<file path="src/rtl/dot_product_mac.sv">
// rtl/dot_product_mac.sv - streaming signed fixed-point dot-product MAC with saturating result
// Optional build macro: DOT_ROUND_EN (round half toward +inf instead of truncating).
module dot_product_mac #(
  parameter int Q       = 8,
  parameter int N       = 16,
  parameter int MAX_LEN = 16,
  localparam int LEN_W  = $clog2(MAX_LEN + 1)
) (
  input  logic             clk,
  input  logic             rst_n,
  input  logic [LEN_W-1:0] i_len,
  input  logic             i_valid,
  output logic             i_ready,
  input  logic [N-1:0]     i_a,
  input  logic [N-1:0]     i_b,
  output logic             o_valid,
  input  logic             o_ready,
  output logic [N-1:0]     o_c,
  output logic             o_ovr
);

  localparam int ACC_W = 2 * N + $clog2(MAX_LEN);
  localparam logic signed [ACC_W-1:0] SAT_MAX = {{(ACC_W-N+1){1'b0}}, {(N-1){1'b1}}};
  localparam logic signed [ACC_W-1:0] SAT_MIN = {{(ACC_W-N+1){1'b1}}, {(N-1){1'b0}}};
`ifdef DOT_ROUND_EN
  localparam logic signed [ACC_W-1:0] RND = ACC_W'(1) << (Q - 1);
`else
  localparam logic signed [ACC_W-1:0] RND = '0;
`endif

  typedef enum logic [1:0] {IDLE, ACC, DRAIN, DONE} state_t;

  state_t                    state, next_state;
  logic [LEN_W-1:0]          len_q, cnt, len_in;
  logic                      drain_cnt;
  logic                      accept;
  logic                      p_vld;
  logic signed [2*N-1:0]     a_x, b_x, p_q;
  logic signed [ACC_W-1:0]   acc, p_ext, acc_rnd, r_full;
  logic [N-1:0]              sat_c;
  logic                      sat_ovr;

  assign accept = i_valid && i_ready;
  assign len_in = (i_len == '0) ? LEN_W'(1) : i_len;
  assign a_x    = {{N{i_a[N-1]}}, i_a};
  assign b_x    = {{N{i_b[N-1]}}, i_b};
  assign p_ext  = {{(ACC_W-2*N){p_q[2*N-1]}}, p_q};

  always_ff @(posedge clk) begin
    if (!rst_n) state <= IDLE;
    else        state <= next_state;
  end

  always_comb begin
    next_state = state;
    case (state)
      IDLE:  if (accept) next_state = (len_in <= LEN_W'(1)) ? DRAIN : ACC;
      ACC:   if (accept && (LEN_W'(cnt + 1'b1) == len_q)) next_state = DRAIN;
      DRAIN: if (drain_cnt) next_state = DONE;
      DONE:  if (o_ready) next_state = IDLE;
      default: next_state = IDLE;
    endcase
  end

  always_comb begin
    i_ready = rst_n && ((state == IDLE) || (state == ACC));
    o_valid = (state == DONE);
  end

  // Final scaling and clamp of the full-width accumulator into Qm.Q
  always_comb begin
    acc_rnd = acc + RND;
    r_full  = acc_rnd >>> Q;
    sat_c   = r_full[N-1:0];
    sat_ovr = 1'b0;
    if (r_full > SAT_MAX) begin
      sat_c   = SAT_MAX[N-1:0];
      sat_ovr = 1'b1;
    end else if (r_full < SAT_MIN) begin
      sat_c   = SAT_MIN[N-1:0];
      sat_ovr = 1'b1;
    end
  end

  always_ff @(posedge clk) begin
    if (!rst_n) begin
      len_q     <= '0;
      cnt       <= '0;
      drain_cnt <= 1'b0;
      p_vld     <= 1'b0;
      p_q       <= '0;
      acc       <= '0;
      o_c       <= '0;
      o_ovr     <= 1'b0;
    end else begin
      p_vld <= accept;
      if (accept) p_q <= a_x * b_x;

      if (state == DONE && o_ready) acc <= '0;
      else if (p_vld)               acc <= acc + p_ext;

      if (accept && state == IDLE) begin
        len_q <= len_in;
        cnt   <= LEN_W'(1);
      end else if (accept) begin
        cnt <= cnt + 1'b1;
      end

      // Two flush cycles: one for the product stage, one for the accumulate stage
      drain_cnt <= (state == DRAIN) && !drain_cnt;

      if (state == DRAIN && drain_cnt) begin
        o_c   <= sat_c;
        o_ovr <= sat_ovr;
      end
    end
  end

endmodule

</file>
<file path="config.mk">
export PLATFORM = sky130hd
export DESIGN_NAME = dot_product_mac
export DESIGN_NICKNAME = d
export VERILOG_FILES = /design/src/rtl/dot_product_mac.sv
export SDC_FILE = /design/constraint.sdc
export NUM_CORES = 1
export LEC_CHECK = 0
export BUFFER_PORTS_ARGS = -buffer_cell sky130_fd_sc_hd__buf_2
export CORE_UTILIZATION = 35
export DETAILED_ROUTE_END_ITERATION = 12
export PLACE_DENSITY = 0.52
export SLEW_MARGIN = 20
export SYNTH_ARGS = -nofsm -noshare
export SYNTH_HDL_FRONTEND = slang
export SYNTH_SLANG_ARGS = --single-unit
</file>
<file path="constraint.sdc">
create_clock -name clk -period 10.8 [get_ports clk]
set_input_delay 2.16 -clock clk [delete_from_list [all_inputs] [get_ports clk]]
set_output_delay 2.16 -clock clk [all_outputs]
set_load 0.1 [all_outputs]
</file>
==> flow_metrics.env <==
export IMPL_run_status="completed"
export IMPL_grt_pass1_vias=12100
export IMPL_synth_largest_type_area_fraction=0.343
export IMPL_die_area_sq_mm=0.0446
export IMPL_tritoncts_num_buffers=9
export IMPL_max_cap_violations=0
export IMPL_cp_top_family="adder cells"
export IMPL_netlist_top_cells_area="sky130_fd_sc_hd__fa_1 34%, sky130_fd_sc_hd__dfxtp_1 13%, sky130_fd_sc_hd__ha_1 10%, sky130_fd_sc_hd__inv_1 8.4%, sky130_fd_sc_hd__and2_1 5.2%"
export IMPL_cp_data_arrival_time_ns=8.43
export IMPL_clock_insertion_delay_worst_skew_ns=0.36
export IMPL_port_buffers=59
export IMPL_cp_slowest_cell="sky130_fd_sc_hd__fa_1"
export IMPL_syn_mean_instance_area_sq_um=8.77
export IMPL_nets=2184
export IMPL_antenna_found_initial=0
export IMPL_place_congestion=0.833
export IMPL_worst_ep_required_time_ns=11.03
export IMPL_antenna_left=0
export IMPL_grt_setup_unrepaired="no"
export IMPL_post_synthesis_cell_type_with_the_largest_combined_area="sky130_fd_sc_hd__fa_1"
export IMPL_drive_above_1_share=0.0579
export IMPL_setup_viol_count_final=0
export IMPL_tns_ns=0
export IMPL_share_of_the_cycle_needed_by_the_critical_path_after_routing=0.759
export IMPL_critPathMostFrequentCell="sky130_fd_sc_hd__fa_1"
export IMPL_antenna_diode_count=0
export IMPL_clk_pin_slew_worst_paths_ns=0.07
export IMPL_drt_pass1_iterations=5
export IMPL_via_per_inst=4.79
export IMPL_synth_yosys_warnings=0
export IMPL_critical_setup_path_kind="input pin to flop"
export IMPL_grt_pass1_wl_microns=61400
export IMPL_synth_edf_count=0
export IMPL_die_height_microns=211
export IMPL_ys_flop_type="sky130_fd_sc_hd__dfxtp_1"
export IMPL_detailed_place_hpwl_microns=28600
export IMPL_synth_seq_cells=99
export IMPL_worstMarginPinSlew_ns=0.703
export IMPL_clock_skew_ns=0.00865
export IMPL_root_buf_cell="sky130_fd_sc_hd__clkbuf_16"
export IMPL_cts_htree_levels=3
export IMPL_globalRouteTotalUtil=0.172
export IMPL_total_vias_in_the_final_route=11300
export IMPL_globalRoute_totalOverflow=0
export IMPL_start_kind="input pin"
export IMPL_crit_path_cell_trace="buf_2 -> inv_1 -> nor2_1 -> fa_1 -> fa_1 -> fa_1 -> fa_1 -> fa_1 -> inv_1 -> fa_1 -> inv_1 -> ha_1 -> a21o_1 -> a21o_1 -> a21o_1 -> a221oi_2 -> a21boi_2 -> o31ai_1 -> or4_4 -> a41oi_2 -> xnor2_1 -> o21ai_1"
export IMPL_period_minus_slack_ns=8.20
export IMPL_largest_net_degree_at_the_start_of_global_routing=66
export IMPL_synthArstFlopShare=0
export IMPL_synth_commonest_cells="341 x sky130_fd_sc_hd__inv_1, 263 x sky130_fd_sc_hd__fa_1, 185 x sky130_fd_sc_hd__nand2_1"
export IMPL_timing_max_slew_rel_slack=0.531
export IMPL_synthesis_area_sq_mm=0.0153
export IMPL_cts_sinks=99
export IMPL_initial_utilization=0.355
export IMPL_finalHoldViolCount=0
export IMPL_post_cts_setup_buffer_count=0
export IMPL_crit_path_buf_inv_count=4
export IMPL_synthMostInstantiatedCell="sky130_fd_sc_hd__inv_1"
export IMPL_number_of_standard_cells_after_synthesis=1747
export IMPL_io_pin_count=60
export IMPL_cts_tree="done"
export IMPL_cts_resized=0
export IMPL_hold_class="flop to flop"
export IMPL_category_of_the_worst_setup_path_capture_point="flop"
export IMPL_die_width_microns=211
export IMPL_placement_rows=76
export IMPL_clockBufferDepth=2
export IMPL_syn_num_nets=2173
export IMPL_initialDrtViolationCount=459
export IMPL_clock_fmax_mhz=122
export IMPL_cp_slowest_stage_delay_ns=0.54
export IMPL_synthDistinctLibCells=61
export IMPL_synth_seq_area_share=0.129
export IMPL_worstPathMaxFanout=13
export IMPL_timing_final_max_slew_violations=0
export IMPL_core_area_sq_mm=0.0432
export IMPL_drt_wl_total_microns=35600
export IMPL_flow_area_growth_from_synthesis_pct=7.40
export IMPL_hold_buffers=0
export IMPL_wire_per_inst_microns=15.2
export IMPL_drt_drc_violations_left=0
[worst paths after layout]
path                            slack, ns                    to  cells past startpoint                 from
worst max-delay path                 2.60  p_q[31]$_SDFFE_PN0P_                     22              i_b[15]
worst min-delay path                 0.46   o_c[2]$_SDFFE_PN0P_                      2  o_c[2]$_SDFFE_PN0P_
worst max register to register       7.62  acc[34]$_SDFFE_PP0P_                     13  p_q[0]$_SDFFE_PN0P_
worst min register to register       0.46   o_c[2]$_SDFFE_PN0P_                      2  o_c[2]$_SDFFE_PN0P_
[sequential cells by signal (all words and copies together) (netlist names)]
signal / count
acc: 36
p_q: 32
o_c: 16
cnt: 5
len_q: 5
state: 2
drain_cnt: 1
o_ovr: 1
p_vld: 1
[cells in the final DEF, fill, tap and decap left out, types with 3 or more instances in the layout]
master and n:
sky130_fd_sc_hd__and2_1 128, sky130_fd_sc_hd__nand2_1 184, sky130_fd_sc_hd__a211oi_1 6, sky130_fd_sc_hd__o211ai_1 17, sky130_fd_sc_hd__nor3_1 14, sky130_fd_sc_hd__xnor2_1 43
sky130_fd_sc_hd__nand3b_1 5, sky130_fd_sc_hd__mux2i_1 23, sky130_fd_sc_hd__fa_1 263, sky130_fd_sc_hd__a21boi_0 25, sky130_fd_sc_hd__a21o_1 27, sky130_fd_sc_hd__buf_4 5
sky130_fd_sc_hd__nand4_1 8, sky130_fd_sc_hd__inv_1 341, sky130_fd_sc_hd__buf_2 58, sky130_fd_sc_hd__dfxtp_1 98, sky130_fd_sc_hd__nor2b_1 6, sky130_fd_sc_hd__clkbuf_16 9
sky130_fd_sc_hd__nand2b_1 11, sky130_fd_sc_hd__nor4_1 7, sky130_fd_sc_hd__o21a_1 8, sky130_fd_sc_hd__a21oi_1 60, sky130_fd_sc_hd__o21ai_0 62, sky130_fd_sc_hd__o21bai_1 11
sky130_fd_sc_hd__a31oi_1 9, sky130_fd_sc_hd__a21oi_2 3, sky130_fd_sc_hd__o31ai_1 5, sky130_fd_sc_hd__and3_1 6, sky130_fd_sc_hd__xor2_1 26, sky130_fd_sc_hd__nand3_1 45
sky130_fd_sc_hd__o21ai_1 5, sky130_fd_sc_hd__o311a_1 3, sky130_fd_sc_hd__ha_1 122, sky130_fd_sc_hd__nor2_1 78
[cell families (layout without fill, tap and decap cells)]
kind of cell	Yosys count	in the layout	share of synthesized area
adder cells (fa/ha/maj)	385	385	0.443
flip-flops	99	99	0.129
AND/OR/NAND/NOR	500	500	0.157
XOR/XNOR	69	69	0.0394
buffers and inverters	404	420	0.0989
AO/OA/AOI/OAI	266	266	0.116
multiplexers	24	24	0.0158
[per-layer routing]
metal	wire (microns)	vias up	share of wire	global-route usage
li1	-	5509	-	-
met1	16200	5579	0.46	0.219
met2	17900	137	0.50	0.316
met3	837	32	0.024	0.0175
met4	610	0	0.017	0.0340
met5	0	-	0	0
[tightest hold or removal path: cells and delay by family (launching register included)]
kind | cells | cell delay [ns]
compound gates | 1 | 0.06
simple gates | 1 | 0.04
flops | 1 | 0.31
[through the flow]
step | cells | area, sq um | setup slack (ns) | util | hold slack (ns)
floorplan | 1747 | 15300 | 2.63 | - | 0.440
global placement | 2332 | 16200 | 2.27 | 0.374 | 0.452
detailed placement | 2332 | 16200 | 2.21 | 0.374 | 0.457
CTS | 2348 | 16500 | 2.58 | 0.381 | 0.469
global route | 2348 | 16500 | 2.28 | 0.381 | 0.484
finish | 2348 | 16500 | 2.60 | 0.381 | 0.459
[cell type report]
class / count / area [sq um]
well taps: 585 / 732
inverters: 341 / 1280
flip-flops and latches: 99 / 1980
fillers: 4496 / 26700
repair buffers: 63 / 328
clock inverters: 7 / 68.8
multi-input cells: 1244 / 11800
clock buffers: 9 / 225
Power is not shown: default switching activity piles up to over one toggle a cycle in this logic, so the estimate is an artifact.
